**config.mk**
```make
export PLATFORM = sky130hd
export DESIGN_NAME = mips_fetch_flat
export DESIGN_NICKNAME = d
export VERILOG_FILES = /design/src/rtl/mips_pkg.sv /design/src/rtl/mips_fetch_if.sv /design/src/rtl/flopenr.sv /design/src/rtl/mips_fetch_ir_assembler.sv /design/src/rtl/mips_fetch.sv /design/src/flat_wrapper.sv
export SDC_FILE = /design/constraint.sdc
export NUM_CORES = 1
export LEC_CHECK = 0
export ABC_AREA = 1
export CAP_MARGIN = 20
export CORE_ASPECT_RATIO = 0.7
export CORE_MARGIN = 2
export CORE_UTILIZATION = 44
export CTS_BUF_LIST = sky130_fd_sc_hd__clkbuf_2
export DETAILED_ROUTE_END_ITERATION = 16
export PLACE_DENSITY = 0.74
export SYNTH_ARGS = -nofsm -noshare
export SYNTH_HDL_FRONTEND = slang
export SYNTH_HIERARCHICAL = 1
export SYNTH_SLANG_ARGS = --single-unit
```
**constraint.sdc**
```tcl
create_clock -name clk -period 1.7 [get_ports clk]
set_input_delay 0.34 -clock clk [delete_from_list [all_inputs] [get_ports clk]]
set_output_delay 0.34 -clock clk [all_outputs]
set_load 0.02 [all_outputs]
```
**src/rtl/mips_pkg.sv**
```systemverilog
// Shared types and constants for the multicycle MIPS fetch path.
package mips_pkg;

  localparam int INSTR_BITS = 32;
  localparam int CNT_W      = 2;

  typedef enum logic [1:0] {
    IDLE  = 2'd0,
    FETCH = 2'd1,
    HOLD  = 2'd2
  } fetch_state_t;

  // Number of memory beats needed to build one instruction.
  function automatic int beats(input int width);
    return INSTR_BITS / width;
  endfunction

endpackage

```
**src/rtl/mips_fetch_if.sv**
```systemverilog
// Memory-side and consumer-side signal bundle of the fetch unit.
interface mips_fetch_if #(
  parameter int WIDTH = 8
) ();

  logic                             mem_req;
  logic [WIDTH-1:0]                 mem_adr;
  logic                             mem_ready;
  logic [WIDTH-1:0]                 mem_rdata;
  logic                             redirect;
  logic [WIDTH-1:0]                 redirect_pc;
  logic [mips_pkg::INSTR_BITS-1:0]  instr;
  logic [WIDTH-1:0]                 instr_pc;
  logic                             instr_valid;
  logic                             instr_ready;
  logic                             busy;

  modport master (
    output mem_req, mem_adr, instr, instr_pc, instr_valid, busy,
    input  mem_ready, mem_rdata, redirect, redirect_pc, instr_ready
  );

  modport slave (
    input  mem_req, mem_adr, instr, instr_pc, instr_valid, busy,
    output mem_ready, mem_rdata, redirect, redirect_pc, instr_ready
  );

endinterface

```
**src/rtl/flopenr.sv**
```systemverilog
// Enabled register with asynchronous active-high reset to a parameter value.
module flopenr #(
  parameter int               WIDTH     = 8,
  parameter logic [WIDTH-1:0] RESET_VAL = '0
) (
  input  logic             clk,
  input  logic             reset,
  input  logic             i_en,
  input  logic [WIDTH-1:0] i_d,
  output logic [WIDTH-1:0] o_q
);

  // Load on enable, otherwise hold.
  always_ff @(posedge clk or posedge reset) begin
    if (reset) begin
      o_q <= RESET_VAL;
    end else if (i_en) begin
      o_q <= i_d;
    end
  end

endmodule

```
**src/rtl/mips_fetch_ir_assembler.sv**
```systemverilog
// Instruction register built from BEATS lanes; lane 0 is the most significant.
module ir_assembler
  import mips_pkg::*;
#(
  parameter int WIDTH = 8,
  parameter int BEATS = beats(WIDTH)
) (
  input  logic                  clk,
  input  logic                  reset,
  input  logic                  i_we,
  input  logic [CNT_W-1:0]      i_idx,
  input  logic [WIDTH-1:0]      i_data,
  output logic [INSTR_BITS-1:0] o_instr
);

  logic [WIDTH-1:0] r_lane [BEATS];

  // Write the addressed lane when a beat is kept.
  always_ff @(posedge clk or posedge reset) begin
    if (reset) begin
      for (int k = 0; k < BEATS; k++) begin
        r_lane[k] <= '0;
      end
    end else begin
      for (int k = 0; k < BEATS; k++) begin
        if (i_we && (i_idx == CNT_W'(k))) begin
          r_lane[k] <= i_data;
        end
      end
    end
  end

  for (genvar g = 0; g < BEATS; g++) begin : g_lane
    assign o_instr[INSTR_BITS-1-g*WIDTH -: WIDTH] = r_lane[g];
  end

endmodule

```
**src/rtl/mips_fetch.sv**
```systemverilog
// Handshaked instruction fetch: assembles 32-bit words from WIDTH-bit beats,
// absorbs memory wait states and accepts redirects in any state.
module mips_fetch
  import mips_pkg::*;
#(
  parameter int               WIDTH    = 8,
  parameter logic [WIDTH-1:0] RESET_PC = '0
) (
  input  logic         clk,
  input  logic         reset,
  mips_fetch_if.master bus
);

  localparam int               BEATS      = beats(WIDTH);
  localparam logic [CNT_W-1:0] LAST_BEAT  = CNT_W'(BEATS - 1);
  localparam logic [WIDTH-1:0] PC_STEP    = WIDTH'(WIDTH / 8);
  localparam logic [WIDTH-1:0] ALIGN_MASK = ~WIDTH'(3);

  fetch_state_t          r_state;
  fetch_state_t          w_state_nxt;
  logic [CNT_W-1:0]      r_cnt;
  logic [CNT_W-1:0]      w_cnt_nxt;
  logic [WIDTH-1:0]      r_pc;
  logic [WIDTH-1:0]      w_pc_nxt;
  logic                  w_pc_en;
  logic                  w_accept;
  logic                  w_keep_beat;
  logic                  r_mem_req;
  logic                  r_instr_valid;
  logic [WIDTH-1:0]      r_instr_pc;
  logic [INSTR_BITS-1:0] w_instr;

  assign w_accept    = (r_state == FETCH) && bus.mem_ready;
  // A beat landing together with a redirect belongs to the squashed stream.
  assign w_keep_beat = w_accept && !bus.redirect;

  // Next state, beat counter and pc update; redirect overrides everything.
  always_comb begin
    w_state_nxt = r_state;
    w_cnt_nxt   = r_cnt;
    w_pc_nxt    = r_pc + PC_STEP;
    w_pc_en     = 1'b0;
    if (bus.redirect) begin
      w_state_nxt = FETCH;
      w_cnt_nxt   = '0;
      w_pc_nxt    = bus.redirect_pc & ALIGN_MASK;
      w_pc_en     = 1'b1;
    end else begin
      case (r_state)
        IDLE: begin
          w_state_nxt = FETCH;
        end
        FETCH: begin
          if (bus.mem_ready) begin
            w_pc_en = 1'b1;
            if (r_cnt == LAST_BEAT) begin
              w_cnt_nxt   = '0;
              w_state_nxt = HOLD;
            end else begin
              w_cnt_nxt = r_cnt + CNT_W'(1);
            end
          end else begin
            w_state_nxt = FETCH;
          end
        end
        HOLD: begin
          if (r_instr_valid && bus.instr_ready) begin
            w_state_nxt = FETCH;
          end else begin
            w_state_nxt = HOLD;
          end
        end
        default: begin
          w_state_nxt = IDLE;
        end
      endcase
    end
  end

  // State, counter and registered handshake outputs.
  always_ff @(posedge clk or posedge reset) begin
    if (reset) begin
      r_state       <= IDLE;
      r_cnt         <= '0;
      r_mem_req     <= 1'b0;
      r_instr_valid <= 1'b0;
      r_instr_pc    <= RESET_PC;
    end else begin
      r_state       <= w_state_nxt;
      r_cnt         <= w_cnt_nxt;
      r_mem_req     <= (w_state_nxt == FETCH);
      r_instr_valid <= (w_state_nxt == HOLD);
      if (w_keep_beat && (r_cnt == '0)) begin
        r_instr_pc <= r_pc;
      end
    end
  end

  flopenr #(
    .WIDTH     (WIDTH),
    .RESET_VAL (RESET_PC)
  ) u_pc (
    .clk   (clk),
    .reset (reset),
    .i_en  (w_pc_en),
    .i_d   (w_pc_nxt),
    .o_q   (r_pc)
  );

  ir_assembler #(
    .WIDTH (WIDTH),
    .BEATS (BEATS)
  ) u_ir (
    .clk     (clk),
    .reset   (reset),
    .i_we    (w_keep_beat),
    .i_idx   (r_cnt),
    .i_data  (bus.mem_rdata),
    .o_instr (w_instr)
  );

  assign bus.mem_req     = r_mem_req;
  assign bus.mem_adr     = r_pc;
  assign bus.busy        = r_mem_req;
  assign bus.instr       = w_instr;
  assign bus.instr_pc    = r_instr_pc;
  assign bus.instr_valid = r_instr_valid;

endmodule
```
**src/flat_wrapper.sv**
```systemverilog
// flat-port wrapper written by rule: the top's interface ports become plain ports
module mips_fetch_flat import mips_pkg::*;
#(
  parameter int               WIDTH    = 8,
  parameter logic [WIDTH-1:0] RESET_PC = '0
)
  (clk, reset, bus_mem_req, bus_mem_adr, bus_instr, bus_instr_pc, bus_instr_valid, bus_busy, bus_mem_ready, bus_mem_rdata, bus_redirect, bus_redirect_pc, bus_instr_ready);
  mips_fetch_if #(.WIDTH(WIDTH)) bus_i ();
  input  logic clk;
  input  logic reset;
  output wire logic [$bits(bus_i.mem_req)-1:0] bus_mem_req;
  output wire logic [$bits(bus_i.mem_adr)-1:0] bus_mem_adr;
  output wire logic [$bits(bus_i.instr)-1:0] bus_instr;
  output wire logic [$bits(bus_i.instr_pc)-1:0] bus_instr_pc;
  output wire logic [$bits(bus_i.instr_valid)-1:0] bus_instr_valid;
  output wire logic [$bits(bus_i.busy)-1:0] bus_busy;
  input wire logic [$bits(bus_i.mem_ready)-1:0] bus_mem_ready;
  input wire logic [$bits(bus_i.mem_rdata)-1:0] bus_mem_rdata;
  input wire logic [$bits(bus_i.redirect)-1:0] bus_redirect;
  input wire logic [$bits(bus_i.redirect_pc)-1:0] bus_redirect_pc;
  input wire logic [$bits(bus_i.instr_ready)-1:0] bus_instr_ready;
  assign bus_mem_req = bus_i.mem_req;
  assign bus_mem_adr = bus_i.mem_adr;
  assign bus_instr = bus_i.instr;
  assign bus_instr_pc = bus_i.instr_pc;
  assign bus_instr_valid = bus_i.instr_valid;
  assign bus_busy = bus_i.busy;
  assign bus_i.mem_ready = bus_mem_ready;
  assign bus_i.mem_rdata = bus_mem_rdata;
  assign bus_i.redirect = bus_redirect;
  assign bus_i.redirect_pc = bus_redirect_pc;
  assign bus_i.instr_ready = bus_instr_ready;
  mips_fetch #(.WIDTH(WIDTH), .RESET_PC(RESET_PC)) u_core (.clk(clk), .reset(reset), .bus(bus_i));
endmodule
```
Word-level counts from Yosys, hierarchy flattened
Cells that the tools add are included.
{"block": "classes", "n_addsub": 2, "n_reduce_logical": 13, "eq_ne": 7, "mux": 13}
{"op": "$mux 2", "count": 8}
{"op": "$add 8x1->8 const B", "count": 1}
{"op": "$eq 2x2->1 const B", "count": 4}
{"op": "$mux 8", "count": 1}
{"op": "$logic_and 1x1->1", "count": 7}
{"op": "$eq 2x1->1 const B", "count": 3}
{"op": "$pmux 2 s3", "count": 1}
{"op": "$logic_not 2->1", "count": 2}
{"op": "$reduce_bool 2->1", "count": 2}
{"op": "$mux 1", "count": 3}
{"op": "$add 2x1->2 const B", "count": 1}
{"op": "$reduce_and 2->1", "count": 1}
{"op": "$logic_not 1->1", "count": 1}
{"block": "totals", "out_inout_bits": 51, "ff_bits": 54, "inputBits": 21}

Longest topological paths before layout
{"block": "depth", "depth_word": 6, "depth_mapped": 8, "depth_no_buf": 8}

By module
Netlist, hierarchy kept.
{"mod": "ir_assembler", "area_each_um2": 1411.4, "cells_each": 144, "instances": 1}
{"mod": "mips_fetch", "area_each_um2": 844.6, "cells_each": 110, "instances": 1}
{"mod": "flopenr", "area_each_um2": 309.0, "cells_each": 35, "instances": 1}

Worst setup path after synthesis
No wires, ideal clock.
{"block": "synth_path", "path_type": "register to register", "from": "register u_core.u_pc.o_q[1]", "to": "register u_core.u_pc.o_q[6]", "path_stages_with_launch": 9, "arrival_time_ns": 1.199, "required_ns": 1.583, "path_buffers": 0, "setup_ns": 0.117, "slack_ns": 0.383, "path_cell_list": "dfrtp_1 ha_1 nand3_1 nor2_1 nand2_1 nand3_1 nand2_1 nand2_1 nand2_1"}
{"block": "synth_via", "elab_chain_len": 2}
{"item": "from (decl)", "line": "flopenr.sv:10", "text": "output logic [WIDTH-1:0] o_q"}
{"item": "from (signal assigned)", "line": "flopenr.sv:18", "text": "o_q <= i_d;"}
{"item": "$add 8x1->8", "line": "mips_fetch.sv:41", "text": "w_pc_nxt = r_pc + PC_STEP;"}
{"item": "$mux 8", "line": "mips_fetch.sv:43", "text": "if (bus.redirect) begin"}
{"item": "net u_core.w_pc_nxt[6]", "line": "mips_fetch.sv:24", "text": "logic [WIDTH-1:0] w_pc_nxt;"}
The timed path passes the listed nets, and every way through them passes these cells.
A chain may end at the register's enable or synchronous reset.

Worst setup path after layout
{"block": "layout_path", "from": "register u_core.u_pc.o_q[0]", "to": "output bus_mem_adr[0]"}
{"item": "to (decl)", "line": "flat_wrapper.sv:12", "text": "output wire logic [$bits(bus_i.mem_adr)-1:0] bus_mem_adr;"}
No word-level cell between the ends.

==> impl_results.md <==
* Worst-path clk slew at 0.26 ns
* Max IR drop VDD at 0.000525 V
* CTS root buffer: clkbuf_2
* Initial antenna violation count at 0
* Mapped Area at 0.00256 mm^2
* Via count at 2224
* WP data arrival at 1.28 ns
* H-tree depth at 2
* Share of the synthesized area in the top cell type at 52.7%
* Initial Util at 45.2%
* Wirelength, routed at 6090 um
* Port buffer count at 69
* Fmax at 0.616 GHz
* Fin crit share at 95.5%
* CP max stage cell: dfrtp_2
* Chip Width at 95.3 um
* Synth cell types at 22
* Die area at 0.00647 mm^2
* Commonest cells in the synthesized netlist: nand2_1, dfrtp_1, nand4_1, nand3_1, inv_1
* Final Max Slew Viols at 0
* Most frequent cell after synthesis: nand2_1
* 1st-pass router iterations at 4
* Synthesized instance count at 289
* Pwr dens at 1120 mW/mm^2
* Worst Skew at 0.0136 ns
* Leakage at 1.84 nW
* Primary FF master, synth: dfrtp_1
* Layout net count at 397
* Final std cells w/o fill at 449
* Ys async rst share at 100%
* Initial DRC Count at 194
* CP Class: register to output port
* Layout Utilization at 60.6%
* Inst Count DP at 438
* Layout cells sized above 1 at 12.3%
* Synth Warn # at 6
* Syn avg cell area at 8.88 um^2
* CTS Buf Count at 5
* DIE HEIGHT at 67.9 um
* Grt ovf at 0
* Routability cong. at 0.810
* Worst r2r path cells at 5
* CP Capture Type: output port
* Synth area leader: dfrtp_1
* Final Hold Fails at 0
* Antenna diodes at 0
* CP required at 1.36 ns
* CTS Buffer Depth at 2
* CP max stage delay at 0.52 ns
* Setup TNS at 0 ns
* Via density at 4.95
* CTS tree: built
* Reg2reg setup slack at 0.25 ns
* Gr usage total at 20.6%
* Max Fanout on Critical Path at 6
* RSZ-0062 raised after global routing: no
* Post-synth EDFFs at 0
* Worst skew pair latency at 0.44 ns
* Levels on crit path at 1
* CP top delay family: flip-flops
* I/O Pins at 72
* Finished Cell Area at 0.00344 mm^2
* Seq/Total Area, Yosys at 52.7%
* Min Tclk post-route at 1.62 ns
* Max Cap Violations at 0
* Vias in the first global route at 2016
* Post-synthesis net count at 313
* Wire per inst at 13.6 um
* Final setup violation count at 0
* Worst-Margin Slew at 0.526 ns
* Startpoint types: register
* Number of core rows at 23
* Post-DP HPWL at 4540 um
* Largest net degree at the start of global routing at 33
* Synthesis-to-finish area growth at 34.0%
* First-pass GRT wire length at 10100 um
* Seq cells post-synth at 54
* CTS sink cnt at 54
* Ranking of synthesized cells by area: dfrtp_1, nand2_1, nand4_1
* Core Footprint at 0.00567 mm^2
* Area after DPL at 0.00339 mm^2
* DRC at 0
* Status: finished, final reports clean
* Power, Total at 0.00383 W
* CP bufs+invs at 1
* Slew headroom at 64.9%
* CP Cell Sequence: dlygate4sd2_1
* Hold crit path type: input port to async pin
* Antenna-violating nets left at 0
worst paths after layout:
path	endpoint	start
worst min-delay path	u_core/u_pc/o_q[7]	reset
max in group asynchronous	u_core/r_state[1]	reset
worst min register to register	u_core/u_ir/o_instr[16]	u_core/u_ir/o_instr[16]
worst max-delay path	bus_mem_adr[0]	u_core/u_pc/o_q[0]
worst max register to register	u_core/u_ir/o_instr[21]	u_core/r_cnt[1]
min in group clk	u_core/u_ir/o_instr[16]	u_core/u_ir/o_instr[16]
report_power, final:
| part | total, W | leakage, nW | internal [W] | switching [W] |
|---|---|---|---|---|
| logic | 0.00133 | 1.11 | 0.000508 | 0.000824 |
| clock network | 0.000790 | 0.0506 | 0.000391 | 0.000399 |
| registers | 0.00171 | 0.683 | 0.00156 | 0.000154 |
| total | 0.00383 | 1.84 | 0.00246 | 0.00138 |
registers in the layout (all words and copies together), names as in the netlist:
name                    count
u_core/bus.instr_valid      1
u_core/bus.instr_pc         8
u_core/u_pc/o_q             8
u_core/r_cnt                2
u_core/bus.busy             1
u_core/r_state              2
u_core/u_ir/o_instr        32
logic make-up after synthesis:
family,count (synthesis),share of synthesized area [%]
AO/OA/AOI/OAI,16,4.00
AND/OR/NAND/NOR,186,34.2
flip-flops,54,52.7
buffers and inverters,30,7.66
adder cells (fa/ha/maj),3,1.46
metrics by stage:
stage	hold WS [ns]	setup slack [ns]
global placement	0.454	0.000436
CTS	0.195	0.0566
detailed placement	0.458	-0.0532
floorplan	0.156	0.383
global route	0.183	0.00785
finish	0.194	0.0757
placed cells by master (no fill, tap or decap), drive strengths merged:
cell type,n
buf,20
clkinv,4
nand3,24
a21oi,4
clkdlybuf4s50,18
nand2,127
o21ai,12
dfrtp,54
bufinv,2
nand4,25
clkbuf,5
ha,3
nor2,10
inv,15
dlygate4sd2,51
per-layer routing:
layer | vias up | global-route usage [%] | part of all wire [%]
li1 | 1116 | - | -
met1 | 1039 | 32.3 | 51
met2 | 61 | 27.9 | 43
met3 | 8 | 3.63 | 5.1
met4 | 0 | 7.97 | 1.4
met5 | - | 0 | 0
repair_timing:
item	CTS	global route
gates resized for setup	53	0
hold buffers	0	0
endpoints found under the setup margin	51	1
buffers inserted	2	1
final cells by class:
type | instances | area [um^2]
Clock buffer | 5 | 25.0
Clock inverter | 3 | 63.8
Fill cell | 496 | 2230
Inverter | 18 | 67.6
Multi-Input combinational cell | 205 | 1020
Sequential cell | 54 | 1350
Tap cell | 75 | 93.8
Timing Repair Buffer | 89 | 815
(Power assumes the default switching activity.)
